### src/rtl/initialization_command_word_sequencer_pkg.sv
// Shared definitions for the 8259A ICW sequencer and the OCW block:
// sequence state encoding, ICW/OCW bit positions and the cascade mask helper.
package initialization_command_word_sequencer_pkg;

   typedef enum logic [2:0] {
      ST_UNINIT    = 3'd0,
      ST_WAIT_ICW2 = 3'd1,
      ST_WAIT_ICW3 = 3'd2,
      ST_WAIT_ICW4 = 3'd3,
      ST_READY     = 3'd4
   } seq_state_t;

   localparam int ICW1_IC4_BIT  = 0;
   localparam int ICW1_SNGL_BIT = 1;
   localparam int ICW1_ADI_BIT  = 2;
   localparam int ICW1_LTIM_BIT = 3;
   localparam int ICW1_MARK_BIT = 4;
   localparam int OCW_SEL_BIT   = 3;
   localparam int ICW4_WIDTH    = 5;

   // Low 'lines' bits set; the ICW3 bits beyond the wired cascade lines read as 0.
   function automatic logic [7:0] cascade_mask(input int lines);
      logic [7:0] m;
      m = '0;
      for (int i = 0; i < 8; i++) begin
         if (i < lines) m[i] = 1'b1;
      end
      return m;
   endfunction

endpackage

### src/rtl/initialization_command_word_sequencer_if.sv
// CPU write bus from the 8259A bus buffer into the control logic.
interface initialization_command_word_sequencer_if;
   logic       write_strobe;
   logic       address_a0;
   logic [7:0] internal_data_bus;

   modport master (
      output write_strobe,
      output address_a0,
      output internal_data_bus
   );

   modport slave (
      input write_strobe,
      input address_a0,
      input internal_data_bus
   );
endinterface

### src/rtl/initialization_command_word_sequencer.sv
// ICW1..ICW4 sequencer for the 8259A: decodes CPU writes, holds the
// initialization configuration and emits one-cycle OCW1/2/3 strobes once
// the sequence is complete.
//
//   state        | meaning
//   -------------+-------------------------------------------------
//   ST_UNINIT    | after reset, only ICW1 is acted on
//   ST_WAIT_ICW2 | ICW1 taken, next A0=1 write is the vector base
//   ST_WAIT_ICW3 | cascade mode, next A0=1 write is the ICW3 map
//   ST_WAIT_ICW4 | IC4 set, next A0=1 write is the mode word
//   ST_READY     | initialized, writes decode as OCW1/2/3
module initialization_command_word_sequencer
   import initialization_command_word_sequencer_pkg::*;
#(
   parameter int CASCADE_LINES = 8,
   parameter bit SUPPORT_ICW4  = 1'b1
) (
   input  logic                                   i_clock,
   input  logic                                   i_reset,
   initialization_command_word_sequencer_if.slave bus,
   output logic [10:0]                            o_interrupt_vector_address,
   output logic                                   o_level_or_edge_triggered_config,
   output logic                                   o_call_address_interval_4_or_8_config,
   output logic                                   o_single_or_cascade_config,
   output logic                                   o_set_icw4_config,
   output logic [7:0]                             o_cascade_device_config,
   output logic                                   o_special_fully_nest_config,
   output logic                                   o_buffered_mode_config,
   output logic                                   o_buffered_master_or_slave_config,
   output logic                                   o_auto_eoi_config,
   output logic                                   o_u8086_or_mcs80_config,
   output logic                                   o_initialization_start,
   output logic                                   o_initialization_complete,
   output logic                                   o_write_operation_control_word_1,
   output logic                                   o_write_operation_control_word_2,
   output logic                                   o_write_operation_control_word_3
);

   localparam logic [7:0] C_CASCADE_MASK = cascade_mask(CASCADE_LINES);

   seq_state_t            r_state;
   logic [10:0]           r_vector;
   logic                  r_ltim;
   logic                  r_adi;
   logic                  r_sngl;
   logic                  r_ic4;
   logic [7:0]            r_cascade;
   logic [ICW4_WIDTH-1:0] r_icw4;
   logic                  r_init_start;
   logic                  r_init_complete;
   logic                  r_ocw1;
   logic                  r_ocw2;
   logic                  r_ocw3;
   logic                  w_icw1;
   logic [7:0]            w_data;

   assign w_data = bus.internal_data_bus;
   assign w_icw1 = bus.write_strobe & ~bus.address_a0 & w_data[ICW1_MARK_BIT];

   // Sequence FSM and configuration registers; ICW1 restarts from any state.
   always_ff @(posedge i_clock) begin
      if (i_reset) begin
         r_state         <= ST_UNINIT;
         r_vector        <= '0;
         r_ltim          <= 1'b0;
         r_adi           <= 1'b0;
         r_sngl          <= 1'b0;
         r_ic4           <= 1'b0;
         r_cascade       <= '0;
         r_icw4          <= '0;
         r_init_start    <= 1'b0;
         r_init_complete <= 1'b0;
         r_ocw1          <= 1'b0;
         r_ocw2          <= 1'b0;
         r_ocw3          <= 1'b0;
      end else begin
         r_init_start <= 1'b0;
         r_ocw1       <= 1'b0;
         r_ocw2       <= 1'b0;
         r_ocw3       <= 1'b0;
         if (w_icw1) begin
            r_vector        <= {8'h00, w_data[7:5]};
            r_ltim          <= w_data[ICW1_LTIM_BIT];
            r_adi           <= w_data[ICW1_ADI_BIT];
            r_sngl          <= w_data[ICW1_SNGL_BIT];
            r_ic4           <= w_data[ICW1_IC4_BIT] & SUPPORT_ICW4;
            r_cascade       <= '0;
            r_icw4          <= '0;
            r_init_start    <= 1'b1;
            r_init_complete <= 1'b0;
            r_state         <= ST_WAIT_ICW2;
         end else if (bus.write_strobe) begin
            case (r_state)
               ST_WAIT_ICW2: begin
                  if (bus.address_a0) begin
                     r_vector[10:3] <= w_data;
                     if (!r_sngl) begin
                        r_state <= ST_WAIT_ICW3;
                     end else if (r_ic4) begin
                        r_state <= ST_WAIT_ICW4;
                     end else begin
                        r_state         <= ST_READY;
                        r_init_complete <= 1'b1;
                     end
                  end
               end
               ST_WAIT_ICW3: begin
                  if (bus.address_a0) begin
                     r_cascade <= w_data & C_CASCADE_MASK;
                     if (r_ic4) begin
                        r_state <= ST_WAIT_ICW4;
                     end else begin
                        r_state         <= ST_READY;
                        r_init_complete <= 1'b1;
                     end
                  end
               end
               ST_WAIT_ICW4: begin
                  if (bus.address_a0) begin
                     if (SUPPORT_ICW4) r_icw4 <= w_data[ICW4_WIDTH-1:0];
                     r_state         <= ST_READY;
                     r_init_complete <= 1'b1;
                  end
               end
               ST_READY: begin
                  // D4=1 with A0=0 was already taken as ICW1 above.
                  if (bus.address_a0)              r_ocw1 <= 1'b1;
                  else if (w_data[OCW_SEL_BIT])    r_ocw3 <= 1'b1;
                  else                             r_ocw2 <= 1'b1;
               end
               default: ;
            endcase
         end
      end
   end

   assign o_interrupt_vector_address            = r_vector;
   assign o_level_or_edge_triggered_config      = r_ltim;
   assign o_call_address_interval_4_or_8_config = r_adi;
   assign o_single_or_cascade_config            = r_sngl;
   assign o_set_icw4_config                     = r_ic4;
   assign o_cascade_device_config               = r_cascade;
   assign o_special_fully_nest_config           = r_icw4[4];
   assign o_buffered_mode_config                = r_icw4[3];
   assign o_buffered_master_or_slave_config     = r_icw4[2];
   assign o_auto_eoi_config                     = r_icw4[1];
   assign o_u8086_or_mcs80_config               = r_icw4[0];
   assign o_initialization_start                = r_init_start;
   assign o_initialization_complete             = r_init_complete;
   assign o_write_operation_control_word_1      = r_ocw1;
   assign o_write_operation_control_word_2      = r_ocw2;
   assign o_write_operation_control_word_3      = r_ocw3;

endmodule
### src/flat_wrapper.sv
// flat-port wrapper written by rule: the top's interface ports become plain ports
module initialization_command_word_sequencer_flat import initialization_command_word_sequencer_pkg::*;
#(
   parameter int CASCADE_LINES = 8,
   parameter bit SUPPORT_ICW4  = 1'b1
)
  (i_clock, i_reset, o_interrupt_vector_address, o_level_or_edge_triggered_config, o_call_address_interval_4_or_8_config, o_single_or_cascade_config, o_set_icw4_config, o_cascade_device_config, o_special_fully_nest_config, o_buffered_mode_config, o_buffered_master_or_slave_config, o_auto_eoi_config, o_u8086_or_mcs80_config, o_initialization_start, o_initialization_complete, o_write_operation_control_word_1, o_write_operation_control_word_2, o_write_operation_control_word_3, bus_write_strobe, bus_address_a0, bus_internal_data_bus);
  initialization_command_word_sequencer_if bus_i ();
  input  logic i_clock;
  input  logic i_reset;
  output logic [10:0] o_interrupt_vector_address;
  output logic o_level_or_edge_triggered_config;
  output logic o_call_address_interval_4_or_8_config;
  output logic o_single_or_cascade_config;
  output logic o_set_icw4_config;
  output logic [7:0] o_cascade_device_config;
  output logic o_special_fully_nest_config;
  output logic o_buffered_mode_config;
  output logic o_buffered_master_or_slave_config;
  output logic o_auto_eoi_config;
  output logic o_u8086_or_mcs80_config;
  output logic o_initialization_start;
  output logic o_initialization_complete;
  output logic o_write_operation_control_word_1;
  output logic o_write_operation_control_word_2;
  output logic o_write_operation_control_word_3;
  input wire logic [$bits(bus_i.write_strobe)-1:0] bus_write_strobe;
  input wire logic [$bits(bus_i.address_a0)-1:0] bus_address_a0;
  input wire logic [$bits(bus_i.internal_data_bus)-1:0] bus_internal_data_bus;
  assign bus_i.write_strobe = bus_write_strobe;
  assign bus_i.address_a0 = bus_address_a0;
  assign bus_i.internal_data_bus = bus_internal_data_bus;
  initialization_command_word_sequencer #(.CASCADE_LINES(CASCADE_LINES), .SUPPORT_ICW4(SUPPORT_ICW4)) u_core (.i_clock(i_clock), .i_reset(i_reset), .bus(bus_i), .o_interrupt_vector_address(o_interrupt_vector_address), .o_level_or_edge_triggered_config(o_level_or_edge_triggered_config), .o_call_address_interval_4_or_8_config(o_call_address_interval_4_or_8_config), .o_single_or_cascade_config(o_single_or_cascade_config), .o_set_icw4_config(o_set_icw4_config), .o_cascade_device_config(o_cascade_device_config), .o_special_fully_nest_config(o_special_fully_nest_config), .o_buffered_mode_config(o_buffered_mode_config), .o_buffered_master_or_slave_config(o_buffered_master_or_slave_config), .o_auto_eoi_config(o_auto_eoi_config), .o_u8086_or_mcs80_config(o_u8086_or_mcs80_config), .o_initialization_start(o_initialization_start), .o_initialization_complete(o_initialization_complete), .o_write_operation_control_word_1(o_write_operation_control_word_1), .o_write_operation_control_word_2(o_write_operation_control_word_2), .o_write_operation_control_word_3(o_write_operation_control_word_3));
endmodule
### config.mk
export PLATFORM = sky130hd
export DESIGN_NAME = initialization_command_word_sequencer_flat
export DESIGN_NICKNAME = d
export VERILOG_FILES = /design/src/rtl/initialization_command_word_sequencer_pkg.sv /design/src/rtl/initialization_command_word_sequencer_if.sv /design/src/rtl/initialization_command_word_sequencer.sv /design/src/flat_wrapper.sv
export SDC_FILE = /design/constraint.sdc
export NUM_CORES = 1
export LEC_CHECK = 0
export BUFFER_PORTS_ARGS = -buffer_cell sky130_fd_sc_hd__buf_2
export CORE_MARGIN = 2
export CORE_UTILIZATION = 45
export CTS_CLUSTER_SIZE = 28
export DETAILED_ROUTE_END_ITERATION = 16
export GPL_TIMING_DRIVEN = 0
export PLACE_DENSITY = 0.8
export SYNTH_ARGS = -nofsm -noshare
export SYNTH_HDL_FRONTEND = slang
export SYNTH_SLANG_ARGS = --single-unit
export TNS_END_PERCENT = 50
### constraint.sdc
create_clock -name i_clock -period 1.1 [get_ports i_clock]
set_clock_uncertainty 0.05 [all_clocks]
set_input_delay 0.11 -clock i_clock [delete_from_list [all_inputs] [get_ports i_clock]]
set_output_delay 0.11 -clock i_clock [all_outputs]
set_load 0.05 [all_outputs]
After elaboration in Yosys (flattened, before gate mapping). Index checks and enable logic that the tools add are counted.

Register bits after elaboration: 36. Logic and storage cells: 61. Bits of input ports: 12. Output and inout port bits: 33.

Bitwise gates (word level): 5. Reductions and logical operators: 12. Equal/unequal tests: 11. Mux-type cells: 18.

Operators by type and width (number): 2-to-1 mux 3 bit (5); 2-to-1 mux 1 bit (11); AND reduction 5 bit (2); != test 3 x 2 -> 1 bit (second input constant) (3); one-hot mux 3 bit (3 select lines) (1); AND reduction 3 bit (3); == test 3 x 2 -> 1 bit (second input constant) (2); != test 2 bit (second input constant) (3); AND reduction 6 bit (1); OR reduction 5 bit (1); nonzero test 4 bit (1); OR reduction 4 bit (1); == test 3 x 1 -> 1 bit (second input constant) (1); == test 3 bit (second input constant) (1); inverter 1 bit (3); one-hot mux 1 bit (3 select lines) (1); nonzero test 3 bit (1); AND 1 bit (2); != test 2 x 1 -> 1 bit (second input constant) (1); nonzero test 2 bit (1); OR reduction 2 bit (1).

Depth between registers and ports, before layout.
Depth in word-level cells: 6. Gate-level depth with buffers: 7. Gate-level depth less buffers: 3.

Worst setup path before layout. No wires, ideal clock.

Kind: register to register. From: register u_core.r_sngl, in the netlist u_core.o_single_or_cascade_config. To: register u_core.r_init_complete, in the netlist u_core.o_initialization_complete. Path buffers: 0. Data arrival time: 1.219 ns. Cell stages (with the launch flop): 4. Required time: 0.984 ns. Period minus slack after synthesis: 1.335 ns. Library setup time: 0.066 ns. Setup slack: -0.235 ns. Path through: dfxtp_1 a21oi_1 a211o_1 a21oi_2.

Cells in the longest elaborated chain, start to end: 2.

Ends and longest elaborated chain: start: declaration (line initialization_command_word_sequencer.sv:45) `logic r_sngl;`; start signal: assignment (line initialization_command_word_sequencer.sv:85) `r_sngl <= w_data[ICW1_SNGL_BIT];`; != test 2 x 1 -> 1 bit (no source line); AND reduction 6 bit (no source line); end signal: assignment (line initialization_command_word_sequencer.sv:72) `r_init_complete <= 1'b0;`; end signal: assignment (line initialization_command_word_sequencer.sv:90) `r_init_complete <= 1'b0;`; end signal: assignment (line initialization_command_word_sequencer.sv:103) `r_init_complete <= 1'b1;`; end: declaration (line initialization_command_word_sequencer.sv:50) `logic r_init_complete;`.

Every way passes these cells. A chain may end at the register's enable or synchronous reset.

Worst setup path after layout.
From: register u_core.r_state[1]. To: register u_core.r_state[1].

Cells in the longest elaborated chain, start to end: 3. Elaborated cells between the ends (all ways): 9. Those cells by class: eq/ne: 6; mux: 1; reduce/logical: 2.

Ends and longest elaborated chain: start: declaration (line initialization_command_word_sequencer.sv:41) `seq_state_t r_state;`; start signal: assignment (line initialization_command_word_sequencer.sv:63) `r_state <= ST_UNINIT;`; start signal: assignment (line initialization_command_word_sequencer.sv:91) `r_state <= ST_WAIT_ICW2;`; start signal: assignment (line initialization_command_word_sequencer.sv:98) `r_state <= ST_WAIT_ICW3;`; == test 3 x 2 -> 1 bit or == test 3 x 1 -> 1 bit (tied branches) (line initialization_command_word_sequencer.sv:93) `case (r_state)`; != test 2 bit (no source line) or nonzero test 3 bit (tied branches); AND reduction 5 bit (no source line).

Parallel ways exist; a longest one is shown, timed or not.

==> results.toml <==
[outcome]
outcome = "finished with violations"
violations = "negative setup slack"

[critical_path]
crit_arrival_ps = 1510
worstPathMaxFanout = 5
r2r_slack_ps = -200
r2r-start = "u_core.r_state[1]"
start_kind = "flop"
worstPathRequired_ps = 1310
endpoint_kind = "flop"
worstRegToRegCells = 5
rr_endpoint = "u_core.r_state[1]"
critical_path_class = "flop to flop"

[yosys]
yosys.area.top_type_share = 0.463
ys_seq_elements = 36
yosysSeqAreaShare = 0.463
syn_area_um2 = 1560
synth-main-ff-cell = "dfxtp_1"
yosys_warnings = 0
async_reset_ff_frac = 0
yosysMostFrequentCell = "dfxtp_1"
synthCells = 167
synth_nets = 179
synth_area_leaders = "dfxtp_1, o21ai_0, nand3_1"
ys_types = 31
yosysTopAreaCell = "dfxtp_1"
syn_avg_cell_area_um2 = 9.32
synth_edf_count = 0
synthTopCellsByCount = "dfxtp_1, o21ai_0, nand3_1"

[die]
fp.dieArea_um2 = 3950
rows = 21
ios = 45
start_util = 0.466
die_y_um = 62.8
die_w_um = 62.8
core_area_um2 = 3340

[detailed_routing]
firstDrtPassIters = 4
ant_nets = 0
drt_iter0_drc = 76
vias = 1529
drt_wl_total_um = 4400
via_per_inst = 5.50
wl_per_cell_um = 15.8
drcViolationCount = 0

[clock_tree]
clock_path_buffers = 2
insertion_delay_ps = 340
root_buffer = "clkbuf_4"
clk_pin_slew_worst_paths_ps = 110
h-tree-depth = 2
clock-sinks = 36
cts-buffers-inserted = 5
cts_tree = "yes"

[place]
dp_cells = 255
io_buffers = 42
place_ws_ps = -152
gp_congestion = 0.835
dp_hpwl_um = 2540

[grt]
antenna_found_initial = 0
grtUsageTotal = 0.225
grt_pass1_wl_um = 7070
grt_remaining_overflow = 0
grt_max_degree = 13
grt_pass1_vias = 1449

[sta]
setup_viol = 24
maxSlewViolCount = 0
setup_slack_ps = -197
finalHoldViolCount = 0
period_minus_slack_ps = 1300
fmax_ghz = 0.771
fin_tns_setup_ps = -3150
layout_worst_path_cycle_share = 1.18
rsz0062_at_grt = "yes"
max_slew.worst_pin.slew_ps = 326
worst_slew_margin_rel = 0.783

[finish]
diodes = 0
drive_gt1_frac = 0.522
syn_to_final_growth_pct = 50.6
nets = 243
nFillCells = 248
finalNonFillerCells = 278

[hold_path]
worstHoldPathCells = 3
worstHoldPathType = "primary input to flop"
min_from = "bus_write_strobe"
min_to = "u_core.o_write_operation_control_word_3"

[power_and_ir_drop]
p_leak_nw = 0.915
irDropWorstVdd_uv = 665
power_density_nw_per_um2 = 1010

[flow_run]
max_cap_violations = 0
metrics by stage:
step                hold slack, ps  instance area, µm²  power [mW]  utilization
global placement               339                1860        1.63        0.556
finish                        37.5                2340        2.37        0.702
detailed placement             343                1860        1.63        0.556
global route                  25.6                2340        2.49        0.702
CTS                           13.5                2210        2.38        0.662
floorplan                      138                1590        1.55            -
repair_timing:
| item | in CTS | in global routing |
|---|---|---|
| gates resized for setup | 57 | 44 |
| hold buffers | 8 | 0 |
| cloned | 3 | 0 |
| pin swaps | 18 | 13 |
| setup buffers | 4 | 0 |
| setup endpoints to repair | 52 | 40 |
| endpoints found under the hold margin | 16 | 0 |
power by group:
part           internal, mW  leakage, nW  switching (mW)  total (mW)
logic                 0.136        0.585           0.211       0.347
clock network         0.245       0.0349           0.453       0.698
registers              1.31        0.295          0.0135        1.33
routing by layer:
layer	vias up	track usage	wire [µm]
met4	0	0.0806	131
met5	-	0	0
met3	16	0.0486	326
met2	69	0.375	2080
met1	721	0.288	1860
li1	723	-	-
cells in the final DEF, fill, tap and decap left out, types with 10 or more instances in the layout:
| cell type | netlist | final |
|---|---|---|
| dfxtp_1 | 36 | 29 |
| buf_4 | 4 | 23 |
| buf_6 | 5 | 22 |
| a21oi_2 | 7 | 18 |
| o21ai_1 | 0 | 14 |
| buf_2 | 3 | 12 |
| nand3_2 | 0 | 12 |
| nor2_1 | 11 | 10 |
worst max-delay path, stage by stage (launching register included):
cell and delay, ps:
dfxtp_2 340, buf_4 150, and4bb_1 310, buf_6 140, o211ai_1 80, a21oi_1 160
how the worst max path moves through the flow:
stage	to	slack [ps]	depth (start not counted)	start
2_1_floorplan	u_core.r_state[1]	-1	5	u_core.r_state[1]
3_3_place_gp	u_core.o_cascade_device_config[7]	-160	4	u_core.r_state[0]
3_5_place_dp	u_core.o_cascade_device_config[6]	-150	4	u_core.r_state[0]
4_1_cts	u_core.r_state[0]	-160	4	u_core.r_state[1]
5_1_grt	u_core.o_cascade_device_config[7]	-230	4	u_core.r_state[2]
6_report	u_core.r_state[1]	-200	5	u_core.r_state[1]
state kept, by name, indices dropped and copies added (netlist names):
signal / count
u_core.o_call_address_interval_4_or_8_config: 1
u_core.o_cascade_device_config: 8
u_core.o_initialization_complete: 1
u_core.o_initialization_start: 1
u_core.o_interrupt_vector_address: 11
u_core.o_level_or_edge_triggered_config: 1
u_core.o_set_icw4_config: 1
u_core.o_single_or_cascade_config: 1
u_core.o_write_operation_control_word_1: 1
u_core.o_write_operation_control_word_2: 1
u_core.o_write_operation_control_word_3: 1
u_core.r_icw4: 5
u_core.r_state: 3
cells by family after synthesis:
| group | Yosys count | share of synthesized area |
|---|---|---|
| AO/OA/AOI/OAI | 54 | 0.206 |
| buffers and inverters | 20 | 0.0957 |
| flip-flops | 36 | 0.463 |
| multiplexers | 7 | 0.0450 |
| AND/OR/NAND/NOR | 50 | 0.191 |
area by class of cell:
type / count / area [µm²] / area share
sequential: 36 / 737 / 0.314
multi-input combinational: 111 / 845 / 0.360
inverter: 4 / 15.0 / 0.00641
clock inverter: 3 / 18.8 / 0.00801
buffer: 16 / 150 / 0.0641
timing repair buffer: 57 / 483 / 0.206
clock buffer: 5 / 37.5 / 0.0160
tap: 46 / 57.6 / 0.0246
(Power assumes the default switching activity.)
